## src/rtl/nn_pkg.sv

```systemverilog
// Shared definitions for the dense-layer datapath: activation mode encodings
// and the default lane width.
package nn_pkg;

  typedef enum logic [1:0] {
    MODE_PASS  = 2'd0,
    MODE_RELU  = 2'd1,
    MODE_LEAKY = 2'd2,
    MODE_CLIP  = 2'd3
  } mode_e;

  localparam int unsigned DATA_W_DEF = 16;

endpackage

```

## src/rtl/act_lane.sv

```systemverilog
// Combinational activation for one signed lane; flags lanes that the clamp
// forced to zero so the pipeline can accumulate sparsity statistics.
module act_lane
  import nn_pkg::*;
#(
  parameter int unsigned DATA_W     = DATA_W_DEF,
  parameter int unsigned LEAK_SHIFT = 3
) (
  input  logic signed [DATA_W-1:0] x,
  input  mode_e                    mode,
  input  logic signed [DATA_W-1:0] clip,
  output logic signed [DATA_W-1:0] y,
  output logic                     zeroed
);

  always_comb begin
    y      = x;
    zeroed = 1'b0;
    case (mode)
      MODE_PASS: ;
      MODE_RELU: begin
        if (x < 0) begin
          y      = '0;
          zeroed = 1'b1;
        end
      end
      MODE_LEAKY: begin
        if (x < 0) y = x >>> LEAK_SHIFT;
      end
      MODE_CLIP: begin
        // A negative ceiling clamps every lane, including x == 0.
        if ((clip < 0) || (x < 0)) begin
          y      = '0;
          zeroed = 1'b1;
        end else if (x > clip) begin
          y = clip;
        end
      end
      default: ;
    endcase
  end

endmodule

```

## src/rtl/act_pipe.sv

```systemverilog
// Multi-lane activation stage: per-lane function into stage 1, output register
// in stage 2, full valid/ready backpressure and a saturating zeroed-lane count.
module act_pipe
  import nn_pkg::*;
#(
  parameter int unsigned DATA_W     = DATA_W_DEF,
  parameter int unsigned LANES      = 4,
  parameter int unsigned LEAK_SHIFT = 3,
  parameter int unsigned CNT_W      = 32
) (
  input  logic                    clk,
  input  logic                    reset,
  input  logic [LANES*DATA_W-1:0] in_data,
  input  logic [1:0]              in_mode,
  input  logic                    in_valid,
  output logic                    in_ready,
  input  logic [DATA_W-1:0]       cfg_clip,
  output logic [LANES*DATA_W-1:0] out_data,
  output logic                    out_valid,
  input  logic                    out_ready,
  input  logic                    stat_clear,
  output logic [CNT_W-1:0]        zero_cnt
);

  localparam int unsigned ZC_W = $clog2(LANES + 1);

  logic [LANES*DATA_W-1:0] lane_y;
  logic [LANES-1:0]        lane_zero;
  logic [LANES*DATA_W-1:0] s1_data;
  logic [LANES-1:0]        s1_zero;
  logic                    s1_valid;
  logic [ZC_W-1:0]         s1_pop;
  logic [ZC_W-1:0]         s2_zc;
  logic                    s1_ld;
  logic                    s2_ld;
  logic                    in_xfer;
  logic                    out_xfer;
  logic [CNT_W:0]          cnt_sum;

  for (genvar i = 0; i < LANES; i++) begin : g_lane
    act_lane #(
      .DATA_W     (DATA_W),
      .LEAK_SHIFT (LEAK_SHIFT)
    ) u_lane (
      .x      (in_data[i*DATA_W +: DATA_W]),
      .mode   (mode_e'(in_mode)),
      .clip   (cfg_clip),
      .y      (lane_y[i*DATA_W +: DATA_W]),
      .zeroed (lane_zero[i])
    );
  end

  assign s2_ld    = !out_valid || out_ready;
  assign s1_ld    = !s1_valid || s2_ld;
  assign in_ready = s1_ld;
  assign in_xfer  = in_valid && in_ready;
  assign out_xfer = out_valid && out_ready;

  always_comb begin
    s1_pop = '0;
    for (int unsigned i = 0; i < LANES; i++) begin
      s1_pop = s1_pop + ZC_W'(s1_zero[i]);
    end
  end

  // One extra bit catches the carry so saturation needs no separate compare.
  assign cnt_sum = {1'b0, zero_cnt} + (CNT_W+1)'(s2_zc);

  always_ff @(posedge clk or posedge reset) begin
    if (reset) begin
      s1_valid <= 1'b0;
      s1_data  <= '0;
      s1_zero  <= '0;
    end else if (s1_ld) begin
      s1_valid <= in_valid;
      if (in_xfer) begin
        s1_data <= lane_y;
        s1_zero <= lane_zero;
      end
    end
  end

  always_ff @(posedge clk or posedge reset) begin
    if (reset) begin
      out_valid <= 1'b0;
      out_data  <= '0;
      s2_zc     <= '0;
    end else if (s2_ld) begin
      out_valid <= s1_valid;
      if (s1_valid) begin
        out_data <= s1_data;
        s2_zc    <= s1_pop;
      end
    end
  end

  always_ff @(posedge clk or posedge reset) begin
    if (reset) begin
      zero_cnt <= '0;
    end else if (stat_clear) begin
      zero_cnt <= '0;
    end else if (out_xfer) begin
      zero_cnt <= cnt_sum[CNT_W] ? '1 : cnt_sum[CNT_W-1:0];
    end
  end

endmodule

```

## config.mk

```make
export PLATFORM = sky130hd
export DESIGN_NAME = act_pipe
export DESIGN_NICKNAME = d
export VERILOG_FILES = /design/src/rtl/nn_pkg.sv /design/src/rtl/act_lane.sv /design/src/rtl/act_pipe.sv
export SDC_FILE = /design/constraint.sdc
export NUM_CORES = 1
export LEC_CHECK = 0
export CELL_PAD_IN_SITES_DETAIL_PLACEMENT = 0
export CELL_PAD_IN_SITES_GLOBAL_PLACEMENT = 1
export CORE_UTILIZATION = 41
export CTS_CLUSTER_SIZE = 24
export DETAILED_ROUTE_END_ITERATION = 6
export GPL_TIMING_DRIVEN = 0
export PLACE_DENSITY_LB_ADDON = 0.08
export SYNTH_ARGS = -nofsm -noshare
export SYNTH_HDL_FRONTEND = slang
export SYNTH_SLANG_ARGS = --single-unit
```

## constraint.sdc

```tcl
create_clock -name clk -period 6.9 [get_ports clk]
set_input_delay 0.69 -clock clk [delete_from_list [all_inputs] [get_ports clk]]
set_output_delay 0.69 -clock clk [all_outputs]
set_load 0.01 [all_outputs]
```

Word level (Yosys, flattened, before mapping)
Index checks and enable logic that the tools add are counted.
{"block": "word_totals", "ff_bits": 169, "in_bits": 87, "output_inout_bits": 98, "elab_cells": 71}
{"block": "op_classes", "add_sub_neg": 4, "magnitude_cmp": 9, "n_eq_ne": 3, "mux": 35, "n_reduce_logical": 13}
{"op": "$mux 16", "n": 12}
{"op": "$pmux 16 s3", "n": 4}
{"op": "$mux 32", "n": 3}
{"op": "$lt 16x1->1 const B", "n": 5}
{"op": "$gt 16x16->1", "n": 4}
{"op": "$mux 15", "n": 4}
{"op": "$add 32x3->33", "n": 1}
{"op": "$mux 1", "n": 8}
{"op": "$pmux 1 s2", "n": 4}
{"op": "$logic_or 1x1->1", "n": 6}
{"op": "$eq 2x2->1 const B", "n": 2}
{"op": "$reduce_and 2->1", "n": 2}
{"op": "$add 2x1->3", "n": 1}
{"op": "$add 3x1->3", "n": 1}
{"op": "$add 1x1->2", "n": 1}
{"op": "$eq 2x1->1 const B", "n": 1}
{"op": "$logic_and 1x1->1", "n": 2}
{"op": "$logic_not 1->1", "n": 2}
{"op": "$reduce_bool 2->1", "n": 1}

Depth between registers and ports, before layout
{"block": "depth", "ltp_word": 5, "depth_mapped": 13, "mapped_depth_nobuf": 10}

Modules after synthesis
A second synthesis with hierarchy kept.
{"block": "unflattened", "hier_cells": 1249, "hier_area_um2": 11609.9}
{"mod": "act_pipe", "n_inst": 1, "cells_each": 521, "area_each_um2": 7105.6, "seq_area_each_um2": 4229.1}
{"mod": "act_lane", "n_inst": 4, "cells_each": 182, "area_each_um2": 1126.1, "seq_area_each_um2": 0.0}

Worst setup path after synthesis
OpenSTA, ideal clock, no wires.
{"block": "synth_path", "path_type": "input port to flip-flop", "startpoint": "in in_data[63]", "endpoint": "reg s1_data[60]", "setup_time_ns": 0.136, "arrival_ns": 3.259, "required_time_ns": 6.764, "path_slack_ns": 3.505, "path_stages": 12, "n_path_buf": 3, "cell_sequence": "clkbuf_1 -> inv_1 -> buf_1 -> ha_1 -> nand4b_1 -> or4_1 -> a21oi_2 -> o21a_2 -> nor3_4 -> buf_6 -> nand2_1 -> or3b_2"}
{"block": "synth_between", "elab_chain_cells": 4, "word_cells_on_any_way": 8, "cone_classes": "2 x order compare; 5 x mux; 1 x reduce/logical"}
{"element": "start: declaration", "line": "act_pipe.sv:13", "rtl": "input logic [LANES*DATA_W-1:0] in_data,"}
{"element": "$gt 16x16->1 or $lt 16x1->1 (tied branches)"}
{"element": "$mux 16 or $logic_or 1x1->1 (tied branches)", "line": "act_lane.sv:35, act_lane.sv:32"}
{"element": "$mux 16", "line": "act_lane.sv:32", "rtl": "if ((clip < 0) || (x < 0)) begin"}
{"element": "$pmux 16 s3 *", "line": "act_lane.sv:19", "rtl": "case (mode)"}
{"element": "end signal: assignment", "line": "act_pipe.sv:77", "rtl": "s1_data <= lane_y;"}
{"element": "end: declaration", "line": "act_pipe.sv:29", "rtl": "logic [LANES*DATA_W-1:0] s1_data;"}
Mark *: on every way between the ends. The rest lies on a longest branch, timed or not.
A chain may end at the register's enable or synchronous reset.

Worst setup path after layout
{"block": "layout_path", "startpoint": "in in_data[63]", "endpoint": "reg s1_data[63]"}
{"block": "layout_between", "elab_chain_cells": 4, "word_cells_on_any_way": 7, "cone_classes": "2 x order compare; 4 x mux; 1 x reduce/logical"}
{"element": "$gt 16x16->1 or $lt 16x1->1 (tied branches)", "line": "act_lane.sv:35, act_lane.sv:22, act_lane.sv:32"}
{"element": "$mux 16 or $logic_or 1x1->1 (tied branches)", "line": "act_lane.sv:35, act_lane.sv:32"}
{"element": "$mux 16", "line": "act_lane.sv:32"}
{"element": "$pmux 16 s3 *", "line": "act_lane.sv:19"}
Marked as above.

==> summary.txt <==
Timing
  • Clk_skew: approximately 0.012 ns
  • PnR worst setup slack: roughly 2.8 ns
  • Setup violators final: 0
  • Minimum clock period: 4.10 ns
  • Slew margin rel.: 39.8%
  • Final Hold Fails: 0
  • RSZ-0062 raised after global routing: no
  • Max Clock Freq: 244 MHz
  • Setup TNS: 0 ns
  • Pins Over Slew Limit: 0
  • Tcrit/Tclk final: 59.5%
  • Worst Tran Pin Value: between 0.9 and 1 ns

Floorplan
  • # IOs: approximately 190
  • Die W: approximately 170 um
  • Die footprint: between 20000 and 30000 um2
  • Starting density of the core: between 40% and 50%
  • # rows: 61
  • Die Y: ~170 um
  • CORE AREA: 27900 um2

Clocking
  • Num CTS Buffers: 17
  • Cts-stage hold buffer count: 0
  • Reg clk slew, reported paths: ~0.070 ns
  • H-tree depth: 4
  • Clock latency on the worst-skew pair: between 0.4 and 0.5 ns
  • Clock tree sinks: 169
  • Setup bufs post-CTS: 0
  • CTS tree: yes
  • Clock tree buffer depth: 2
  • CTS root buf: clkbuf_16
  • Post-CTS sizing: 0

Synthesis
  • Syn_nets: approximately 1600
  • Yosys warning count: 0
  • Flops & latches, synth: between 150 and 200
  • Post-synth EDFFs: 0
  • Post-Synthesis Cells: between 1000 and 1500
  • Seq/Total Area, Yosys: a little over a third
  • Top_reg_cell synth: dfrtp_1
  • Distinct cells, synth: just under 70
  • Synth Cell Area: around 12000 um2
  • FFs w/ async S/R, synth: 100%
  • Syn avg cell area: about 8.4 um2

Worst setup path
  • WP buf/inv: 6
  • R2r setup slk: 4.03 ns
  • Setup CP Type: in -> reg
  • Startpoint Class: primary input
  • Worst setup EP type: flop
  • Critical path's most frequent cell: buf_6
  • WP data required: 7.26 ns
  • CP arrival: approximately 4.5 ns
  • Crit-path max cell delay: 0.55 ns
  • CP delay by family, top: buffers and inverters
  • CP max-delay cell: clkdlybuf4s50_1
  • Worst path cell trace: clkdlybuf4s50_1 -> clkbuf_1 -> inv_1 -> buf_1 -> ha_1 -> nand4b_1 -> or4_1 -> a21oi_2 -> nor4b_2 -> nor3_4 -> buf_6 -> buf_6 -> nand3_1 -> a31oi_1
  • CP Max Fanout: 10

Global route
  • GRT Residual Overflow: 0
  • Largest net degree at the start of global routing: around 90
  • First-pass GRT wire length: around 66000 um
  • GRT Overall Usage: roughly 30%
  • Vias in the first global route: between 10000 and 15000
  • Initial antenna violation count: 0

Power
  • Worst VDD drop: approximately 140 uV
  • PD cells: roughly 220 nW/um2
  • Lkg Pwr: slightly above 6 nW

Routing
  • Routed vias: 11859
  • ANT nets after route: 0
  • DRT iter0 DRCs: 1140
  • First-pass DRT Iterations: 5
  • # DRC: 0
  • Average wire per standard cell: around 22 um
  • Via/cell ratio: ~6.0
  • Total wire length: 43500 um

Layout
  • Non-filler cells, final: ~2000
  • Layout cells sized above 1: about a tenth
  • Commonest non-fill, non-tap cell in the layout: nand2_1
  • Inserted Diodes: 0
  • Area Growth Syn to Fin: 25.1%
  • Commonest non-fill, non-tap cells in the layout: 231 x nand2_1, 189 x a21oi_1, 183 x clkdlybuf4s50_1
  • Nets@finish: approximately 1800
  • Final Cell Area: 14600 um2

Placement
  • Placer congestion estimate: 0.927
  • Placed cell areas: 14000 um2
  • HPWL Detailed: between 30000 and 40000 um
  • Number of port buffers: around 180
  • Placed insts: around 2000
  • Worst slack at placement: about 2.4 ns

Run
  • Max Cap Viol: 0

Outcome
  • Status: complete, no violations

Hold path
  • Hold Path Class: reg -> reg
==> worst register-to-register path, cell delays in order (launching register included) <==
cell	delay, ns
dfrtp_1	0.38
ha_1	0.18
inv_1	0.06
fa_1	0.40
nor2b_1	0.17
o211a_1	0.15
buf_1	0.47
nand3b_4	0.18
clkbuf_1	0.29
a21oi_1	0.22
nor2_1	0.06
a211oi_1	0.22
==> routing by layer <==
layer,GRT usage (%),up-vias,part of all wire [%]
met5,0,-,0
met2,46.5,514,45
li1,-,5507,-
met1,41.4,5757,44
met4,13.1,0,3.4
met3,4.79,81,7.4
==> stage by stage <==
| stage | util [%] | hold slack (ns) | power, mW |
|---|---|---|---|
| 2_1_floorplan | - | 0.452 | 1.80 |
| 3_3_place_gp | 50.2 | 0.465 | 2.27 |
| 3_5_place_dp | 50.3 | 0.483 | 2.29 |
| 4_1_cts | 52.4 | 0.491 | 3.31 |
| 5_1_grt | 52.4 | 0.510 | 3.46 |
| 6_report | 52.4 | 0.487 | 3.29 |
==> final cells by class <==
type / instances / area (um2)
Timing Repair Buffer: 184 / 1860
Clock inverter: 14 / 161
Inverter: 39 / 154
Buffer: 98 / 493
Clock buffer: 18 / 439
Fill cell: 2693 / 13300
Sequential cell: 169 / 4230
Multi-Input combinational cell: 1086 / 6840
Tap cell: 378 / 473
==> sequential cells by signal (all words and copies together), names as in the netlist <==
register and flops:
out_data 64, out_valid 1, s1_data 64, s1_valid 1
s1_zero 4, s2_zc 3, zero_cnt 32
==> where the power goes <==
group          total, mW  switching, mW  internal [mW]
combinational       1.02          0.528          0.487
clock               1.01          0.459          0.554
sequential          1.26         0.0984           1.16
==> cell usage after synthesis, drive strengths merged, types with 5 or more instances <==
master	instances	area share, %
dfrtp	169	36
o21ai	109	4.7
o211ai	5	0.32
and4	7	0.56
buf	19	1.0
o41a	22	2.1
or2	18	0.96
nand2	231	7.4
a21o	12	0.77
o31ai	27	1.7
nand4b	13	0.97
nor2b	8	0.43
ha	73	7.8
mux2i	7	0.60
nor2	51	1.6
a211o	6	0.45
nand2b	5	0.33
a311oi	6	0.45
a21oi	190	8.2
clkbuf	79	3.2
and2	7	0.37
mux2	69	6.6
nand3	88	3.8
nand4	41	2.2
nor3	25	1.2
and3	9	0.48
inv	39	1.3
a211oi	13	0.88
==> final timing paths <==
| path | endpoint | depth (start not counted) | startpoint |
|---|---|---|---|
| setup / recovery | s1_data[63] | 14 | in_data[63] |
| hold / removal | out_valid | 1 | s1_valid |
| setup reg to reg | zero_cnt[26] | 11 | zero_cnt[0] |
| hold reg to reg | out_valid | 1 | s1_valid |
| max in group asynchronous | zero_cnt[5] | 3 | reset |
| min in group asynchronous | out_data[15] | 2 | reset |
==> cells by family after synthesis <==
group           Yosys count  share of synthesized area [%]
compound gates          414                           21.3
xor+xnor                  1                         0.0748
fa+ha+maj                75                           8.15
buf+inv                 137                           5.46
flops                   169                           36.1
mux                      76                           7.24
simple gates            520                           21.7
No activity file was read; power rests on OpenSTA's default activity.
